<file path="config.mk">
export PLATFORM = sky130hd
export DESIGN_NAME = mem_wb_stage_flat
export DESIGN_NICKNAME = d
export VERILOG_FILES = /design/src/rtl/pipeline_pkg.sv /design/src/rtl/mem_wb_stage_if.sv /design/src/rtl/mem_wb_stage_wb_mux.sv /design/src/rtl/mem_wb_stage.sv /design/src/flat_wrapper.sv
export SDC_FILE = /design/constraint.sdc
export NUM_CORES = 1
export LEC_CHECK = 0
export ABC_AREA = 0
export CORE_UTILIZATION = 47
export CTS_CLUSTER_DIAMETER = 100
export DETAILED_ROUTE_END_ITERATION = 12
export GPL_TIMING_DRIVEN = 0
export HOLD_SLACK_MARGIN = 0.08
export PLACE_DENSITY = 0.95
export SLEW_MARGIN = 30
export SYNTH_ARGS = -nofsm -noshare
export SYNTH_HDL_FRONTEND = slang
export SYNTH_SLANG_ARGS = --single-unit
</file>
<file path="constraint.sdc">
create_clock -name i_clk -period 3.6 [get_ports i_clk]
set_input_delay 0.72 -clock i_clk [delete_from_list [all_inputs] [get_ports i_clk]]
set_output_delay 0.72 -clock i_clk [all_outputs]
set_load 0.02 [all_outputs]
</file>
<file path="src/rtl/pipeline_pkg.sv">
// Shared pipeline definitions: write-back state encoding, the zero register index
// and the default datapath widths used by the MEM/WB slice.
package pipeline_pkg;

  localparam int DEFAULT_DATA_W     = 32;
  localparam int DEFAULT_REG_ADDR_W = 5;

  localparam logic [4:0] REG_ZERO = 5'd0;

  typedef enum logic {
    WB_RUN    = 1'b0,
    WB_HALTED = 1'b1
  } wb_state_e;

endpackage

</file>
<file path="src/rtl/mem_wb_stage_if.sv">
// MEM -> WB bundle plus the write-back outputs of the stage.
// Counter signals exist only when WB_STATS_EN is defined.
interface mem_wb_stage_if
  import pipeline_pkg::*;
#(
  parameter int DATA_W     = DEFAULT_DATA_W,
  parameter int REG_ADDR_W = DEFAULT_REG_ADDR_W
`ifdef WB_STATS_EN
  , parameter int CNT_W    = 32
`endif
);

  logic [DATA_W-1:0]     i_m_wb_read_data;
  logic [DATA_W-1:0]     i_m_wb_alu_result;
  logic [REG_ADDR_W-1:0] i_m_wb_rd;
  logic                  i_m_wb_mem_to_reg;
  logic                  i_m_wb_reg_write;
  logic                  i_m_wb_halt;

  logic [DATA_W-1:0]     o_wb_write_data;
  logic [REG_ADDR_W-1:0] o_wb_rd;
  logic                  o_wb_reg_write;
  logic                  o_wb_halted;
`ifdef WB_STATS_EN
  logic [CNT_W-1:0]      o_wb_cycle_count;
  logic [CNT_W-1:0]      o_wb_retire_count;
`endif

  // The master is the MEM side feeding the stage; the slave is the stage itself.
  modport master (
    output i_m_wb_read_data, i_m_wb_alu_result, i_m_wb_rd,
    output i_m_wb_mem_to_reg, i_m_wb_reg_write, i_m_wb_halt,
    input  o_wb_write_data, o_wb_rd, o_wb_reg_write, o_wb_halted
`ifdef WB_STATS_EN
    , input o_wb_cycle_count, o_wb_retire_count
`endif
  );

  modport slave (
    input  i_m_wb_read_data, i_m_wb_alu_result, i_m_wb_rd,
    input  i_m_wb_mem_to_reg, i_m_wb_reg_write, i_m_wb_halt,
    output o_wb_write_data, o_wb_rd, o_wb_reg_write, o_wb_halted
`ifdef WB_STATS_EN
    , output o_wb_cycle_count, o_wb_retire_count
`endif
  );

endinterface

</file>
<file path="src/rtl/mem_wb_stage_wb_mux.sv">
// Combinational write-back data select, also instantiated by the forwarding unit.
module wb_mux #(
  parameter int DATA_W = 32
) (
  input  logic              sel_i,
  input  logic [DATA_W-1:0] load_data_i,
  input  logic [DATA_W-1:0] alu_result_i,
  output logic [DATA_W-1:0] data_o
);

  assign data_o = sel_i ? load_data_i : alu_result_i;

endmodule

</file>
<file path="src/rtl/mem_wb_stage.sv">
// MEM/WB pipeline register, write-back select and halt-retire FSM.
// Define WB_STATS_EN to add the cycle and retire statistics counters.
module mem_wb_stage
  import pipeline_pkg::*;
#(
  parameter int DATA_W     = DEFAULT_DATA_W,
  parameter int REG_ADDR_W = DEFAULT_REG_ADDR_W
`ifdef WB_STATS_EN
  , parameter int CNT_W    = 32
`endif
) (
  input  logic          i_clk,
  input  logic          i_reset,
  input  logic          i_enable,
  mem_wb_stage_if.slave wb_if
);

  wb_state_e             state_q, state_d;
  logic [DATA_W-1:0]     read_data_q, read_data_d;
  logic [DATA_W-1:0]     alu_result_q, alu_result_d;
  logic [REG_ADDR_W-1:0] rd_q, rd_d;
  logic                  mem_to_reg_q, mem_to_reg_d;
  logic                  reg_write_q, reg_write_d;
  logic                  halt_q, halt_d;
  logic                  latch_en;

  // Once halted the debug unit's enable is ignored, so the stage freezes.
  assign latch_en = i_enable && (state_q == WB_RUN);

  always_comb begin
    state_d      = state_q;
    read_data_d  = read_data_q;
    alu_result_d = alu_result_q;
    rd_d         = rd_q;
    mem_to_reg_d = mem_to_reg_q;
    reg_write_d  = reg_write_q;
    halt_d       = halt_q;
    if (latch_en) begin
      read_data_d  = wb_if.i_m_wb_read_data;
      alu_result_d = wb_if.i_m_wb_alu_result;
      rd_d         = wb_if.i_m_wb_rd;
      mem_to_reg_d = wb_if.i_m_wb_mem_to_reg;
      reg_write_d  = wb_if.i_m_wb_reg_write;
      halt_d       = wb_if.i_m_wb_halt;
      if (wb_if.i_m_wb_halt) begin
        state_d = WB_HALTED;
      end
    end
  end

  always_ff @(posedge i_clk) begin
    if (i_reset) begin
      state_q      <= WB_RUN;
      read_data_q  <= '0;
      alu_result_q <= '0;
      rd_q         <= '0;
      mem_to_reg_q <= 1'b0;
      reg_write_q  <= 1'b0;
      halt_q       <= 1'b0;
    end else begin
      state_q      <= state_d;
      read_data_q  <= read_data_d;
      alu_result_q <= alu_result_d;
      rd_q         <= rd_d;
      mem_to_reg_q <= mem_to_reg_d;
      reg_write_q  <= reg_write_d;
      halt_q       <= halt_d;
    end
  end

  wb_mux #(.DATA_W(DATA_W)) u_wb_mux (
    .sel_i        (mem_to_reg_q),
    .load_data_i  (read_data_q),
    .alu_result_i (alu_result_q),
    .data_o       (wb_if.o_wb_write_data)
  );

  // The halting instruction and anything targeting $0 never reach the register file.
  assign wb_if.o_wb_rd          = rd_q;
  assign wb_if.o_wb_reg_write   = reg_write_q && (rd_q != REG_ADDR_W'(REG_ZERO)) &&
                                  !halt_q && (state_q == WB_RUN);
  assign wb_if.o_wb_halted      = (state_q == WB_HALTED);

`ifdef WB_STATS_EN
  logic [CNT_W-1:0] cycle_cnt_q, cycle_cnt_d;
  logic [CNT_W-1:0] retire_cnt_q, retire_cnt_d;

  always_comb begin
    cycle_cnt_d  = cycle_cnt_q;
    retire_cnt_d = retire_cnt_q;
    if (latch_en) begin
      cycle_cnt_d = cycle_cnt_q + CNT_W'(1);
      if ((wb_if.i_m_wb_reg_write || wb_if.i_m_wb_mem_to_reg) && !wb_if.i_m_wb_halt) begin
        retire_cnt_d = retire_cnt_q + CNT_W'(1);
      end
    end
  end

  always_ff @(posedge i_clk) begin
    if (i_reset) begin
      cycle_cnt_q  <= '0;
      retire_cnt_q <= '0;
    end else begin
      cycle_cnt_q  <= cycle_cnt_d;
      retire_cnt_q <= retire_cnt_d;
    end
  end

  assign wb_if.o_wb_cycle_count  = cycle_cnt_q;
  assign wb_if.o_wb_retire_count = retire_cnt_q;
`endif

endmodule

</file>
<file path="src/flat_wrapper.sv">
// flat-port wrapper written by rule: the top's interface ports become plain ports
module mem_wb_stage_flat import pipeline_pkg::*;
#(
  parameter int DATA_W     = DEFAULT_DATA_W,
  parameter int REG_ADDR_W = DEFAULT_REG_ADDR_W

)
  (i_clk, i_reset, i_enable, wb_if_i_m_wb_read_data, wb_if_i_m_wb_alu_result, wb_if_i_m_wb_rd, wb_if_i_m_wb_mem_to_reg, wb_if_i_m_wb_reg_write, wb_if_i_m_wb_halt, wb_if_o_wb_write_data, wb_if_o_wb_rd, wb_if_o_wb_reg_write, wb_if_o_wb_halted);
  mem_wb_stage_if #(.DATA_W(DATA_W), .REG_ADDR_W(REG_ADDR_W)) wb_if_i ();
  input  logic i_clk;
  input  logic i_reset;
  input  logic i_enable;
  input wire logic [$bits(wb_if_i.i_m_wb_read_data)-1:0] wb_if_i_m_wb_read_data;
  input wire logic [$bits(wb_if_i.i_m_wb_alu_result)-1:0] wb_if_i_m_wb_alu_result;
  input wire logic [$bits(wb_if_i.i_m_wb_rd)-1:0] wb_if_i_m_wb_rd;
  input wire logic [$bits(wb_if_i.i_m_wb_mem_to_reg)-1:0] wb_if_i_m_wb_mem_to_reg;
  input wire logic [$bits(wb_if_i.i_m_wb_reg_write)-1:0] wb_if_i_m_wb_reg_write;
  input wire logic [$bits(wb_if_i.i_m_wb_halt)-1:0] wb_if_i_m_wb_halt;
  output wire logic [$bits(wb_if_i.o_wb_write_data)-1:0] wb_if_o_wb_write_data;
  output wire logic [$bits(wb_if_i.o_wb_rd)-1:0] wb_if_o_wb_rd;
  output wire logic [$bits(wb_if_i.o_wb_reg_write)-1:0] wb_if_o_wb_reg_write;
  output wire logic [$bits(wb_if_i.o_wb_halted)-1:0] wb_if_o_wb_halted;
  assign wb_if_i.i_m_wb_read_data = wb_if_i_m_wb_read_data;
  assign wb_if_i.i_m_wb_alu_result = wb_if_i_m_wb_alu_result;
  assign wb_if_i.i_m_wb_rd = wb_if_i_m_wb_rd;
  assign wb_if_i.i_m_wb_mem_to_reg = wb_if_i_m_wb_mem_to_reg;
  assign wb_if_i.i_m_wb_reg_write = wb_if_i_m_wb_reg_write;
  assign wb_if_i.i_m_wb_halt = wb_if_i_m_wb_halt;
  assign wb_if_o_wb_write_data = wb_if_i.o_wb_write_data;
  assign wb_if_o_wb_rd = wb_if_i.o_wb_rd;
  assign wb_if_o_wb_reg_write = wb_if_i.o_wb_reg_write;
  assign wb_if_o_wb_halted = wb_if_i.o_wb_halted;
  mem_wb_stage #(.DATA_W(DATA_W), .REG_ADDR_W(REG_ADDR_W)) u_core (.i_clk(i_clk), .i_reset(i_reset), .i_enable(i_enable), .wb_if(wb_if_i));
endmodule
</file>
==> results.toml <==
[cts]
cts_tree = "built"
clock_latency_ns = 0.33
path_clk_slew_ns = 0.07
cts_hold_buf = 0
clk_path_buf_depth = 2
cts_resized = 0
clockRootBuffer = "clkbuf_8"
numCtsBuffers = 9
post_cts_buffers = 0
htree_num_levels = 3
cts_sinks = 73

[sta]
relSlewSlack_pct = 66.6
finalClockSkew_ns = 0.00571
fin_crit_sh_pct = 75.9
timing.fmax_mhz = 366
period_needed_ns = 2.73
worstMarginPinSlew_ns = 0.501
hold_slack_ns = 0.456
setup-tns-final_ns = 0
final-max-slew-violation-count = 0
setup_viol = 0
rsz0062_at_grt = "false"
hold_viol = 0

[final_layout]
fin_cells = 559
nets = 554
final_area_sq_um = 4370
n_antenna_cell = 0
area_delta_synth_final_pct = 47.4
drive_gt1_share_pct = 13.6
fillerInstances = 479

[drt]
wl_mm = 7.83
via_per_inst = 5.01
wl_per_cell_um = 14.0
antenna_left = 0
drtIter0Drc = 98
drt_pre_antenna_iters = 4
vias = 2803
drc = 0

[power]
p_leak_nw = 1.71
pwr-share-clk_pct = 33.5
p_sw_share_pct = 25.6
ir_worst_vdd_uv = 277
total_power_w = 0.00187
combPwrFrac_pct = 19.5
p_sw_w = 0.000479
p_int_w = 0.00139
seqPwrFrac_pct = 47.1
cellPowerDensity_nw_per_um2 = 429

[synthesis]
synth_fp_nets = 431
avgSynthCellArea_sq_um = 8.32
ys_ff_latch = 73
yosys_warnings = 0
syn_area_sq_um = 2960
ys_types = 13
yosysSeqAreaShare_pct = 49.3
netlist_instances = 356

[flow_run]
maxCapViolCount = 0

[min_path]
hold_depth = 2
holdPathEnd = "u_core.read_data_q[5]"
hold_path.class = "reg2reg"
hp-start = "u_core.read_data_q[5]"

[setup_path]
cp_max_fo = 10
r2r_start = "u_core.wb_if.o_wb_halted"
critPathCaptureType = "primary output"
r2r_end = "u_core.alu_result_q[18]"
arrival_ns = 2.01
critPathLaunch = "u_core.mem_to_reg_q"
worst_ep_required_time_ns = 2.88
rr_worst_depth = 5
crit_type = "reg2out"
cp-start-kind = "register"
reg2reg_setup_slack_ns = 2.40

[grt]
grt-ovfl-total = 0
grt_pass1_wl_mm = 12.1
grt_pass1_vias = 2729
grt_max_degree = 12
globalRouteTotalUtil_pct = 24.3
antenna_found_initial = 0

[floorplanning]
die_area_sq_um = 6620
rows = 28
coreArea_sq_um = 5990
io_pins = 114
fp.dieW_um = 81.4
initial_utilization_pct = 49.4
die_h_um = 81.4

[placed_design]
dp_hpwl_mm = 5.55
dp.cells = 543
globalplace.congestion = 0.726
place.port_buffers = 112
dpl-instance-area_sq_um = 4180

[status]
outcome = "complete, no violations"
[kinds of logic after synthesis]
logic type	share of synthesized area (%)
flip-flops	49.3
buffers and inverters	6.68
AO/OA/AOI/OAI	12.3
multiplexers	12.2
AND/OR/NAND/NOR	19.5
[through the flow]
step | util [%] | setup WS [ns]
floorplan | - | 1.53
global placement | 69.7 | 1.24
detailed placement | 69.7 | 1.22
CTS | 72.9 | 0.853
global route | 72.9 | 0.792
finish | 72.9 | 0.868
[power by group through the flow]
stage | Combinational [W] | Clock [W] | Sequential [W]
floorplan | 0.000185 | 0 | 0.000896
global placement | 0.000358 | 0 | 0.000895
detailed placement | 0.000363 | 0 | 0.000899
CTS | 0.000367 | 0.000633 | 0.000880
global route | 0.000393 | 0.000674 | 0.000886
finish | 0.000364 | 0.000626 | 0.000881
[critical path, stage by stage (launching register included)]
cell and delay (ns):
dfxtp_1 0.31, buf_2 0.16, buf_2 0.29, mux2_2 0.38, clkdlybuf4s50_1 0.54
[registers in the layout, indices dropped and copies added, names as in the netlist]
| register | count |
|---|---|
| u_core.alu_result_q | 32 |
| u_core.wb_if.o_wb_rd | 5 |
| u_core.mem_to_reg_q | 1 |
| u_core.halt_q | 1 |
| u_core.wb_if.o_wb_halted | 1 |
| u_core.read_data_q | 32 |
| u_core.reg_write_q | 1 |
[cell usage after synthesis]
cell type,instances,area [sq um]
dfxtp_1,73,1460
nor2b_1,1,6.26
a21oi_1,73,365
nand2_1,144,541
nand2b_1,1,6.26
nor4b_1,1,8.76
clkbuf_1,7,26.3
buf_2,5,25.0
nor2_1,2,7.51
buf_6,7,78.8
or4_1,1,7.51
mux2_2,32,360
buf_4,9,67.6
[worst max path at each step]
stage | cells past startpoint | endpoint | slack (ns)
floorplan | 3 | wb_if_o_wb_reg_write | 1.53
global placement | 4 | wb_if_o_wb_write_data[0] | 1.24
detailed placement | 4 | wb_if_o_wb_write_data[5] | 1.22
CTS | 4 | wb_if_o_wb_write_data[22] | 0.85
global route | 4 | wb_if_o_wb_write_data[3] | 0.79
finish | 4 | wb_if_o_wb_write_data[1] | 0.87
[layout by cell type, fill, tap and decap left out]
cell type          n
clkbuf_8          10
a21oi_1           73
nor2b_1            1
mux2_2            32
nand2_1          144
bufinv_16          1
clkdlybuf4s50_1  112
buf_6              7
or4_1              1
dfxtp_1           73
clkbuf_1          10
buf_4              9
clkinv_2           2
nor2_1             2
nor4b_1            1
nand2b_1           1
buf_2              5
[layer usage]
metal | up-vias | routed length (um) | GRT usage [%]
met4 | 0 | 141 | 10.7
met5 | - | 0 | 0
met3 | 16 | 511 | 6.74
met1 | 1290 | 3370 | 28.0
li1 | 1410 | - | -
met2 | 87 | 3800 | 41.6
[final cells by class]
cell class                      count  area (sq um)  share of cell area [%]
Buffer                             28           198                    4.53
Clock buffer                       13           149                    3.41
Clock inverter                      3          40.0                   0.917
Multi-Input combinational cell    255          1300                    29.8
Sequential cell                    73          1460                    33.5
Tap cell                           75          93.8                    2.15
Timing Repair Buffer              112          1120                    25.7
No activity file was read; power rests on OpenSTA's default activity.
